## config.mk

```make
export PLATFORM = sky130hd
export DESIGN_NAME = pipe_hazard_ctrl
export DESIGN_NICKNAME = d
export VERILOG_FILES = /design/src/rtl/pipe_hazard_ctrl.sv
export SDC_FILE = /design/constraint.sdc
export NUM_CORES = 1
export LEC_CHECK = 0
export BUFFER_PORTS_ARGS = -buffer_cell sky130_fd_sc_hd__buf_4
export CAP_MARGIN = 30
export CORE_MARGIN = 2
export CORE_UTILIZATION = 30
export CTS_CLUSTER_DIAMETER = 100
export CTS_CLUSTER_SIZE = 16
export DETAILED_ROUTE_END_ITERATION = 6
export SLEW_MARGIN = 20
export SYNTH_ARGS = -nofsm -noshare
export SYNTH_HDL_FRONTEND = slang
export SYNTH_SLANG_ARGS = --single-unit
```

## constraint.sdc

```tcl
create_clock -name Clk -period 2.65 [get_ports Clk]
set_clock_uncertainty 0.2 [all_clocks]
set_input_delay 0.1325 -clock Clk [delete_from_list [all_inputs] [get_ports Clk]]
set_output_delay 0.1325 -clock Clk [all_outputs]
set_load 0.05 [all_outputs]
```

## src/rtl/pipe_hazard_ctrl.sv

```systemverilog
// Purpose: pipeline hazard control for load-use stalls, taken-branch flushes and multi-cycle multiplies.
// Latency: stall/flush controls are combinational in the current cycle; state updates on the falling Clk edge.
// Backpressure: drops PCWrite/IF_ID_Write on a load-use hazard, and also ID_EX_Write while a multiply occupies EX.
module pipe_hazard_ctrl #(
  parameter int MUL_CYCLES = 4
) (
  input  logic        Clk,
  input  logic        Rst,
  input  logic [4:0]  IF_ID_Rs,
  input  logic [4:0]  IF_ID_Rt,
  input  logic [4:0]  ID_EX_Rt,
  input  logic        ID_EX_MemRead,
  input  logic        ID_EX_MulOp,
  input  logic        BranchTaken,
  output logic        PCWrite,
  output logic        IF_ID_Write,
  output logic        ID_EX_Write,
  output logic        ID_EX_Flush,
  output logic        IF_ID_Flush,
  output logic        MulBusy,
  output logic        HiLoWrite,
  output logic [15:0] StallCount
);

  typedef enum logic {IDLE, MUL} state_t;

  // The entry cycle counts as the first occupancy cycle; MUL then runs the remaining MUL_CYCLES-1.
  localparam logic [3:0] MulInit = 4'(MUL_CYCLES - 2);

  state_t     state;
  state_t     stateNext;
  logic [3:0] mulCnt;
  logic [3:0] mulCntNext;
  logic       loadHaz;

  // Load-use hazard: a load in EX writes a register that the instruction in ID reads ($0 never counts).
  assign loadHaz = ID_EX_MemRead && (ID_EX_Rt != 5'd0) &&
                   ((ID_EX_Rt == IF_ID_Rs) || (ID_EX_Rt == IF_ID_Rt));

  // Next-state and pipeline control; reset holds the outputs at their free-running values.
  always_comb begin
    stateNext   = state;
    mulCntNext  = mulCnt;
    PCWrite     = 1'b1;
    IF_ID_Write = 1'b1;
    ID_EX_Write = 1'b1;
    ID_EX_Flush = 1'b0;
    IF_ID_Flush = 1'b0;
    MulBusy     = 1'b0;
    HiLoWrite   = 1'b0;
    if (!Rst) begin
      case (state)
        IDLE: begin
          if (BranchTaken) begin
            IF_ID_Flush = 1'b1;
            ID_EX_Flush = 1'b1;
          end else if (ID_EX_MulOp) begin
            PCWrite     = 1'b0;
            IF_ID_Write = 1'b0;
            ID_EX_Write = 1'b0;
            MulBusy     = 1'b1;
            stateNext   = MUL;
            mulCntNext  = MulInit;
          end else if (loadHaz) begin
            PCWrite     = 1'b0;
            IF_ID_Write = 1'b0;
            ID_EX_Flush = 1'b1;
          end
        end
        MUL: begin
          PCWrite     = 1'b0;
          IF_ID_Write = 1'b0;
          ID_EX_Write = 1'b0;
          MulBusy     = 1'b1;
          if (mulCnt == 4'd0) begin
            // Last occupancy cycle: commit Hi/Lo and let the next instruction into EX.
            HiLoWrite   = 1'b1;
            ID_EX_Write = 1'b1;
            stateNext   = IDLE;
          end else begin
            mulCntNext = mulCnt - 4'd1;
          end
        end
        default: stateNext = IDLE;
      endcase
    end
  end

  // FSM and multiply counter advance on the falling edge, in step with the pipeline registers.
  always_ff @(negedge Clk or posedge Rst) begin
    if (Rst) begin
      state  <= IDLE;
      mulCnt <= 4'd0;
    end else begin
      state  <= stateNext;
      mulCnt <= mulCntNext;
    end
  end

  // Saturating count of cycles in which the PC was held.
  always_ff @(negedge Clk or posedge Rst) begin
    if (Rst) begin
      StallCount <= 16'd0;
    end else if (!PCWrite && (StallCount != 16'hFFFF)) begin
      StallCount <= StallCount + 16'd1;
    end
  end

endmodule

```

==> results of run 1 <==
==> Yosys cell counts, types with 2 or more instances <==
| cell | number |
|---|---|
| and3_1 | 3 |
| buf_6 | 2 |
| dfrtn_1 | 21 |
| ha_1 | 2 |
| inv_1 | 6 |
| mux2_1 | 2 |
| nand2_1 | 12 |
| nand3_1 | 9 |
| nand3_2 | 4 |
| nand4_1 | 12 |
| nor2_1 | 10 |
| nor3_1 | 2 |
| o21ai_0 | 5 |
| xnor2_1 | 23 |
==> where the power goes <==
group          total (mW)  internal [mW]  switching, mW
Combinational        1.15          0.554          0.595
Sequential          0.474          0.407         0.0663
Clock               0.222          0.105          0.117
==> sequential cells by signal, indices dropped and copies added, names as in the netlist <==
| register | count |
|---|---|
| StallCount | 16 |
| state | 1 |
| mulCnt | 4 |
==> metal layers <==
metal,vias up,GRT usage,wire [um]
met2,24,0.254,2080
met1,687,0.199,1690
met5,-,0,0
li1,693,-,-
met3,11,0.0436,139
met4,0,0.0503,86
==> repair_timing <==
item / CTS / global route
setup buffers: 10 / 15
hold endpoints to repair: 0 / 0
endpoints found under the setup margin: 29 / 30
pin swaps: 17 / 13
gates resized for setup: 43 / 24
==> metrics by stage <==
step / area, um^2 / util / power (mW) / setup TNS (ps)
global placement: 1990 / 0.455 / 1.37 / -8940
CTS: 2290 / 0.523 / 1.74 / -6800
floorplan: 1420 / - / 1.04 / -6330
global route: 2500 / 0.569 / 1.95 / -7900
finish: 2500 / 0.569 / 1.85 / -6830
detailed placement: 1990 / 0.455 / 1.38 / -9460
==> how the worst min path moves through the flow <==
| stage | from | to | cells after the start |
|---|---|---|---|
| 6_report | StallCount[10] | StallCount[10] | 1 |
| 5_1_grt | StallCount[10] | StallCount[10] | 1 |
| 4_1_cts | StallCount[10] | StallCount[10] | 1 |
| 3_5_place_dp | StallCount[0] | StallCount[0] | 1 |
| 3_3_place_gp | StallCount[10] | StallCount[10] | 1 |
| 2_1_floorplan | Rst | ID_EX_Flush | 1 |
==> cell type report <==
type                       count  area (um^2)  area share
multi-input combinational    107          943       0.378
inverter                       7         32.5      0.0130
timing repair buffer          96          883       0.354
tap                           52         65.1      0.0261
clock buffer                   3         41.3      0.0165
clock inverter                 1         5.00     0.00201
sequential                    21          526       0.211
==> worst max-delay path, cell delays in order, from the launching register on <==
cell	delay [ps]
dfrtn_1	470
buf_6	120
nand3b_1	100
nor2_1	200
nor2_4	80
inv_4	70
buf_8	130
==> kinds of logic after synthesis <==
logic type,Yosys count
buffers and inverters,11
AND/OR/NAND/NOR,65
multiplexers,2
flip-flops,21
adder cells (fa/ha/maj),2
AO/OA/AOI/OAI,15
XOR/XNOR,23
==> run metrics, run 1 <==
Initial Util=0.312; sequential area share after synthesis=0.384; commonest non-fill, non-tap cell in the layout=buf_4; violated checks=negative setup slack; Critical Path End Type=output pin; first-pass GRT wire length=6.40 mm; Rows=24; Final Hold Fails=0; CTS tree=done; Slew Viols, Final=0; RSZ-0062 raised after global routing=yes; port bufs=42; number of global-route vias before repair=1412; CTS Root Cell=clkbuf_8; final setup fails=23; Slew headroom=0.625; area share of fa/ha/maj cells after synthesis=0.0183; net count after synthesis=161; most frequent cells in the layout=buf_4, buf_6, dfrtn_1; area fraction in compound gates after synthesis=0.0941; Worst Path Arrival=2780 ps; Area Growth Syn to Fin=82.4%; leak pwr=1.14 nW; die height=71.5 um; CP startpoint kind=flop; final WL=3.99 mm; actual slew at the worst max-slew pin=555 ps; total number of yosys warnings=0; n_diodes=0; crit path to=ID_EX_Write; Place WS=-591 ps; deepest clock path buffer count=2; # fillers=383; CTS Buf Count=3; Clock Latency Late Sink=280 ps; chip width=71.5 um; synth top area cells=dfrtn_1, xnor2_1, nand4_1; Worst EP required=2320 ps; maxcap violations=0; grt total ovfl=0; type of the worst min-delay path=reg2reg; reg2reg path depth=7; PwrDens=739 nW/um^2; reg-to-reg endpoint=StallCount[13]; post-synthesis cell type count=40; peak supply drop=495 uV; nets=258; R2R setup slack=440 ps; peak fanout along the critical path=3; Synth Area in XOR/XNOR=0.147; io pins=43; via count=1415; post-route ant nets=0; Synth top area share=0.384; Worst Path Class, Setup=reg2out; EDFF count, synth=0; CTS Hold Bufs=0; RR Startpoint=StallCount[1]; clock transition at the registers of the reported paths=60 ps; die area=5120 um^2; share of async-settable or async-resettable flops after synthesis=1.00; final worst slack=-460 ps; Seq cells post-synth=21; CP Launch Point=state; core area=4380 um^2; DRC violations left=0; final hold slack=256 ps; mux cell area share after synthesis=0.0165; CTS H-tree lvls=1; fin cells=287; Vias/cell=4.93; main flop type after synthesis=dfrtn_1; Gate Count Post-Synth=139; CTS sink count=21; synthesized cell area=1370 um^2; status=finished with violations; Synth Area in Simple Gates=0.288; Routed WL per cell=13.9 um; Avg Cell Area, Syn=9.85 um^2; antenna violations before repair=0; post-DP HPWL=2.66 mm; main combinational cell family by area after synthesis=simple AND/OR/NAND/NOR gates; GRT Util Overall=0.156; Synth area leader=dfrtn_1; Inst Count DP=261; first-pass detailed-route iteration total=6; 1st-iter DRT viols=64; largest net degree at the start of global routing=22; layout cell share with drive strength beyond 1=0.579; GPL Wtd Cong=0.745
(Power assumes the default switching activity.)
==> inputs of run 2 (changes only) <==
--- a/config.mk
+++ b/config.mk
@@ -7,11 +7,15 @@
 export LEC_CHECK = 0
 export BUFFER_PORTS_ARGS = -buffer_cell sky130_fd_sc_hd__buf_4
 export CAP_MARGIN = 30
+export CELL_PAD_IN_SITES_DETAIL_PLACEMENT = 2
+export CELL_PAD_IN_SITES_GLOBAL_PLACEMENT = 2
 export CORE_MARGIN = 2
 export CORE_UTILIZATION = 30
 export CTS_CLUSTER_DIAMETER = 100
 export CTS_CLUSTER_SIZE = 16
 export DETAILED_ROUTE_END_ITERATION = 6
+export HOLD_SLACK_MARGIN = 0.06
+export PLACE_DENSITY_LB_ADDON = 0.1
 export SLEW_MARGIN = 20
 export SYNTH_ARGS = -nofsm -noshare
 export SYNTH_HDL_FRONTEND = slang
==> run 2 against run 1 <==
Synthesized area stayed put. Synthesized cell count did not move. The run now fails in global routing.
==> run metrics, run 2 <==
status=stopped before the end; Stop stage=global routing; first error=[ERROR DPL-0033] detailed placement checks failed during check placement.; worst endpoint type=top-level output; Inst Count DP=259 (-0.77%); Initial Util=0.312 (unchanged); GPL Wtd Cong=0.789 (+5.9%); sequential area share after synthesis=0.384 (unchanged); EDFF count, synth=0 (unchanged); port bufs=42 (unchanged); post-DP HPWL=3.66 mm (+37%); total number of yosys warnings=0 (unchanged); Gate Count Post-Synth=139 (unchanged); io pins=43 (unchanged); Seq cells post-synth=21 (unchanged); share of async-settable or async-resettable flops after synthesis=1.00 (unchanged); CTS Root Cell=clkbuf_8; synth top area cells=dfrtn_1, xnor2_1, nand4_1; CTS H-tree lvls=1 (unchanged); main flop type after synthesis=dfrtn_1; synthesized cell area=1370 um^2 (unchanged); die height=71.5 um (unchanged); net count after synthesis=161 (unchanged); deepest clock path buffer count=2 (unchanged); most common library cells after synthesis=xnor2_1, dfrtn_1, nand2_1, nand4_1, nor2_1; CTS sink count=21 (unchanged); antenna violations before repair=0; Synth area leader=dfrtn_1; Rows=24 (unchanged); most common cell in the netlist=xnor2_1; CTS Hold Bufs=0 (unchanged); Avg Cell Area, Syn=9.85 um^2 (unchanged); chip width=71.5 um (unchanged); post-synthesis cell type count=40 (unchanged); CTS Buf Count=3 (unchanged); GRT worst endpoint=HiLoWrite; largest net degree at the start of global routing=22; Synth top area share=0.384 (unchanged)
run 2: cell counts after synthesis:
No cell type changed its count.
run 2: timing repair:
| action | in CTS |
|---|---|
| pin swaps | 26 |
| setup buffers | 22 |
| resized for setup | 61 |
| setup endpoints to repair | 32 |
run 2: stage by stage:
step / instance area, um^2 / utilization / setup slack (ps) / TNS, ps
after floorplan: 1420 / - / -395 / -6330
after global placement: 1990 / 0.454 / -529 / -8520
after detailed placement: 1990 / 0.454 / -598 / -9930
after CTS: 2490 / 0.568 / -447 / -7750
run 2: kinds of logic after synthesis:
| family | share of synthesized area |
|---|---|
| multiplexers | 0.0165 |
| adder cells (fa/ha/maj) | 0.0183 |
| flip-flops | 0.384 |
| AO/OA/AOI/OAI | 0.0942 |
| buffers and inverters | 0.0521 |
| AND/OR/NAND/NOR | 0.288 |
| XOR/XNOR | 0.147 |
==> inputs of run 3 (changes only) <==
==> config.mk (replaced) <==
export PLATFORM = sky130hd
export DESIGN_NAME = pipe_hazard_ctrl
export DESIGN_NICKNAME = d
export VERILOG_FILES = /design/src/rtl/pipe_hazard_ctrl.sv
export SDC_FILE = /design/constraint.sdc
export NUM_CORES = 1
export LEC_CHECK = 0
export BUFFER_PORTS_ARGS = -buffer_cell sky130_fd_sc_hd__buf_4
export CAP_MARGIN = 30
export CORE_MARGIN = 2
export CORE_UTILIZATION = 20
export DETAILED_ROUTE_END_ITERATION = 6
export PLACE_DENSITY_LB_ADDON = 0.15
export SLEW_MARGIN = 20
export SYNTH_ARGS = -nofsm -noshare
export SYNTH_HDL_FRONTEND = slang
export SYNTH_SLANG_ARGS = --single-unit
==> run 3 against run 2 <==
The flow now finishes, with violations (negative setup slack).
==> run metrics, run 3 (synthesis gave the netlist of run 1 again) <==
n_diodes=0; CP Depth=8; reg-to-reg endpoint=StallCount[1]; final WL=3.93 mm; GRT Util Overall=0.110; DRC violations left=0; Routed WL per cell=12.6 um; Worst Path Class, Setup=in2reg; nets=256; Hold Path Depth=1; top flop regs=StallCount x16, mulCnt x4, state x1; Worst Path Arrival=1700 ps; worst-path cell chain=buf_6, or4_4, o211ai_2, nand2_4, buf_4, buf_6, nand4_1, mux2_4; deepest clock path buffer count=2 (unchanged); 1st-iter DRT viols=47; Slowest-stage cell, CP=or4_4; actual slew at the worst max-slew pin=529 ps; antenna violations before repair=0; Slew headroom=0.647; commonest non-fill, non-tap cell in the layout=buf_4; chip width=86.7 um (+21%); CTS Hold Bufs=0 (unchanged); via count=1367; Area after DPL=2030 um^2 (+1.8%); leak pwr=1.13 nW; first-pass detailed-route iteration total=4; PwrDens=723 nW/um^2; CTS tree=done; RSZ-0062 raised after global routing=yes; CTS H-tree lvls=1 (unchanged); io pins=43 (unchanged); clock share of power=0.125; type of the worst min-delay path=reg2reg; max reg flops=16; Inst Count DP=287 (+11%); most frequent cells in the layout=buf_4, buf_6, dfrtn_1; status=finished with violations; WP buf/inv=3; CP Launch Point=ID_EX_Rt[1]; peak supply drop=303 uV; Critical Path Most Common Cell=buf_6; number of global-route vias before repair=1380; final worst slack=-440 ps; hold worst-path end=StallCount[10]; Vias/cell=4.37; internal power=1.05 mW; Final Hold Fails=0; Worst EP required=1260 ps; Comb power frac=0.620; port bufs=42 (unchanged); post-DP HPWL=2.80 mm (-23%); CTS sink count=21 (unchanged); peak fanout along the critical path=5; die area=7520 um^2; Place WS=-559 ps (+38.7 ps); grt total ovfl=0; layout cell share with drive strength beyond 1=0.584; maxcap violations=0; Top reg by flops=StallCount; final design utilization=0.373; fin cells=313; slowest stage delay, CP=530 ps; # fillers=684; top cell family by delay on the critical path=simple AND/OR/NAND/NOR gates; CTS Buf Count=3 (unchanged); reg2reg path depth=7; Critical Path End Type=flop; CTS Root Cell=clkbuf_8; core area=6720 um^2; sequential share of power=0.255; Initial Util=0.204 (-0.108); die height=86.7 um (+21%); R2R setup slack=280 ps; Slew Viols, Final=0; Tot Pwr=1.81 mW; Reg area=526 um^2; CP startpoint kind=input port; clock transition at the registers of the reported paths=60 ps; sw frac=0.422; Clock Latency Late Sink=280 ps; final setup fails=24; RR Startpoint=StallCount[1]; largest net degree at the start of global routing=22; first-pass GRT wire length=6.44 mm; Rows=30 (+25%); Area Growth Syn to Fin=83.3%; NetSw=766 uW; violated checks=negative setup slack; multi-input logic area=940 um^2; post-route ant nets=0; GPL Wtd Cong=0.785 (-0.44%); min-delay src=StallCount[10]; post-route cell area=2510 um^2
run 3: repair_timing:
| item | 4_1_cts | 5_1_grt |
|---|---|---|
| setup buffers | 14 | 12 |
| resized for setup | 42 | 22 |
| pin swaps | 18 | 12 |
| cloned | 0 | 0 |
| endpoints found under the setup margin | 32 | 32 |
run 3: worst max path at each step:
stage | slack [ps] | endpoint
after floorplan | -400 | StallCount[12]
after global placement | -540 | StallCount[12]
after detailed placement | -560 | StallCount[12]
after CTS | -440 | HiLoWrite
after global routing | -510 | IF_ID_Write
final | -440 | StallCount[12]
run 3: layout make-up:
cell class	instances	share of cell area
repair buffers	94	0.345
well taps	80	0.0399
clock inverters	1	0.00200
inverters	7	0.0130
clock buffers	3	0.0165
flip-flops and latches	21	0.209
multi-input cells	107	0.375
run 3: per-layer routing:
layer  share of wire  up-vias  GRT usage
li1                -      686          -
met1            0.44      649      0.133
met2            0.52       26      0.186
met3           0.032        6     0.0286
met4           0.015        0     0.0412
met5               0        -          0
run 3: through the flow:
step	setup TNS [ps]	hold slack (ps)
after floorplan	-6330	128
after global placement	-9200	257
after detailed placement	-8930	253
after CTS	-6060	253
after global routing	-8580	296
final	-7050	266
run 3: power groups by stage:
stage          clock network (mW)  registers [mW]  logic, mW
3_3_place_gp                    0           0.477      0.904
3_5_place_dp                    0           0.475      0.902
5_1_grt                     0.249           0.473       1.21
2_1_floorplan                   0           0.657      0.378
4_1_cts                     0.238           0.469       1.05
6_report                    0.227           0.463       1.12
==> inputs of run 4 (changes only) <==
--- a/config.mk
+++ b/config.mk
@@ -11,6 +11,7 @@
 export CORE_UTILIZATION = 20
 export DETAILED_ROUTE_END_ITERATION = 6
 export PLACE_DENSITY_LB_ADDON = 0.15
+export SKIP_LAST_GASP = 1
 export SLEW_MARGIN = 20
 export SYNTH_ARGS = -nofsm -noshare
 export SYNTH_HDL_FRONTEND = slang
==> run 4 against run 3 <==
The flow still finishes with violations (negative setup slack). Critical endpoint unchanged. Largest cell class unchanged. First-iteration DRC count down 26%. Sequential cell count unchanged. Hold slack better by 2.8 ps. Non-clock buffer count unchanged. Critical path depth unchanged. Global-route usage about the same. Register-to-register slack about the same. Setup slack better by 1.7 ps. Largest power group unchanged. Clock-buffer cell count unchanged. Via count up 0.22%.
==> run metrics, run 4 (synthesis gave the netlist of run 1 again) <==
Worst EP required=1260 ps (about the same); Critical Path Most Common Cell=buf_6; sequential share of power=0.256 (about the same); # fillers=686 (+0.29%); CTS Root Cell=clkbuf_8; setup TNS=-7030 ps (+20.1 ps); GPL Wtd Cong=0.785 (unchanged); CP startpoint kind=input port; final design utilization=0.370 (-0.00335); Clock Latency Late Sink=280 ps (about the same); port bufs=42 (unchanged); GRT Util Overall=0.110 (+0.000198); Critical Path End Type=flop; post-DP HPWL=2.80 mm (unchanged); chip width=86.7 um (unchanged); final worst slack=-439 ps (+1.74 ps); grt total ovfl=0 (unchanged); WP buf/inv=3 (unchanged); peak supply drop=303 uV (+0.10%); final hold slack=268 ps (+2.77 ps); die height=86.7 um (unchanged); first-pass detailed-route iteration total=4 (unchanged); sw frac=0.422 (about the same); Slew headroom=0.645 (-0.00147); CP Launch Point=ID_EX_Rt[1]; Inst Count DP=287 (unchanged); Vias/cell=4.38 (+0.22%); leak pwr=1.12 nW (-1.2%); 1st-iter DRT viols=35 (-26%); Worst Path Class, Setup=in2reg; fin cells=313 (unchanged); Slew Viols, Final=0 (unchanged); largest net degree at the start of global routing=22 (unchanged); NetSw=764 uW (-0.30%); clock share of power=0.125 (about the same); internal power=1.04 mW (-0.28%); Rows=30 (unchanged); via count=1370 (+0.22%); Area Growth Syn to Fin=81.6%; actual slew at the worst max-slew pin=531 ps (+2.20 ps); nets=256 (unchanged); CTS Hold Bufs=0 (unchanged); Reg area=526 um^2 (unchanged); Worst Path Arrival=1690 ps (about the same); reg2reg path depth=7 (unchanged); number of global-route vias before repair=1383 (+0.22%); violated checks=negative setup slack; Initial Util=0.204 (unchanged); worst-path cell chain=buf_6, or4_4, o211ai_2, nand2_4, buf_4, buf_6, nand4_1, mux2_4; die area=7520 um^2 (unchanged); CTS H-tree lvls=1 (unchanged); deepest clock path buffer count=2 (unchanged); Area after DPL=2030 um^2 (unchanged); clock transition at the registers of the reported paths=60 ps (about the same); post-route ant nets=0 (unchanged); DRC violations left=0 (unchanged); multi-input logic area=925 um^2 (-1.6%); layout cell share with drive strength beyond 1=0.575 (-0.00858); first-pass GRT wire length=6.45 mm (+0.22%); status=finished with violations; max reg flops=16 (unchanged); RSZ-0062 raised after global routing=yes; post-route cell area=2490 um^2 (-0.90%); n_diodes=0 (unchanged); CTS tree=done; PwrDens=728 nW/um^2 (+0.62%); io pins=43 (unchanged); RR Startpoint=StallCount[1]; final WL=3.92 mm (-0.38%); core area=6720 um^2 (unchanged); CTS sink count=21 (unchanged); maxcap violations=0 (unchanged); CTS Buf Count=3 (unchanged); type of the worst min-delay path=reg2reg; final setup fails=23 (-4.2%); top flop regs=StallCount x16, mulCnt x4, state x1; slowest stage delay, CP=530 ps (about the same); Routed WL per cell=12.5 um (-0.38%); antenna violations before repair=0 (unchanged); Top reg by flops=StallCount; crit path to=StallCount[12]; peak fanout along the critical path=5 (unchanged); CP Depth=8 (unchanged); Comb power frac=0.619 (about the same); most frequent cells in the layout=buf_4, buf_6, dfrtn_1; commonest non-fill, non-tap cell in the layout=buf_4; R2R setup slack=290 ps (about the same); reg-to-reg endpoint=StallCount[1]; Final Hold Fails=0 (unchanged); Slowest-stage cell, CP=or4_4; top cell family by delay on the critical path=simple AND/OR/NAND/NOR gates
-- run 4: layout make-up --
type,count,area share
tap,80,0.0403
sequential,21,0.211
clock buffer,3,0.0166
timing repair buffer,94,0.345
inverter,7,0.0131
multi-input combinational,107,0.372
clock inverter,1,0.00201
-- run 4: power groups by stage --
stage / logic (mW) / registers (mW) / clock network (mW)
after floorplan: 0.378 / 0.657 / 0
after global placement: 0.904 / 0.477 / 0
after detailed placement: 0.902 / 0.475 / 0
after CTS: 1.05 / 0.469 / 0.238
after global routing: 1.21 / 0.473 / 0.249
final: 1.12 / 0.463 / 0.225
-- run 4: how the worst min path moves through the flow --
stage                         from              to  slack, ps  cells after the start
detailed placement  StallCount[10]  StallCount[10]        250                      1
global placement    StallCount[10]  StallCount[10]        260                      1
floorplan                      Rst     ID_EX_Flush        130                      1
global route        StallCount[10]  StallCount[10]        300                      1
CTS                 StallCount[10]  StallCount[10]        250                      1
finish              StallCount[10]  StallCount[10]        270                      1
-- run 4: what timing repair did --
action	in CTS	in global routing
setup endpoints to repair	32	32
pin swaps	17	13
gates resized for setup	41	19
buffers inserted	14	12
-- run 4: metrics by stage --
step | worst slack (ps) | total power [mW]
detailed placement | -559 | 1.38
CTS | -440 | 1.76
global route | -511 | 1.93
floorplan | -395 | 1.04
global placement | -543 | 1.38
finish | -439 | 1.81
-- run 4: per-layer routing --
| metal | GRT usage | part of all wire | up-vias |
|---|---|---|---|
| li1 | - | - | 689 |
| met1 | 0.133 | 0.44 | 651 |
| met2 | 0.186 | 0.51 | 24 |
| met3 | 0.0286 | 0.030 | 6 |
| met4 | 0.0412 | 0.015 | 0 |
| met5 | 0 | 0 | - |
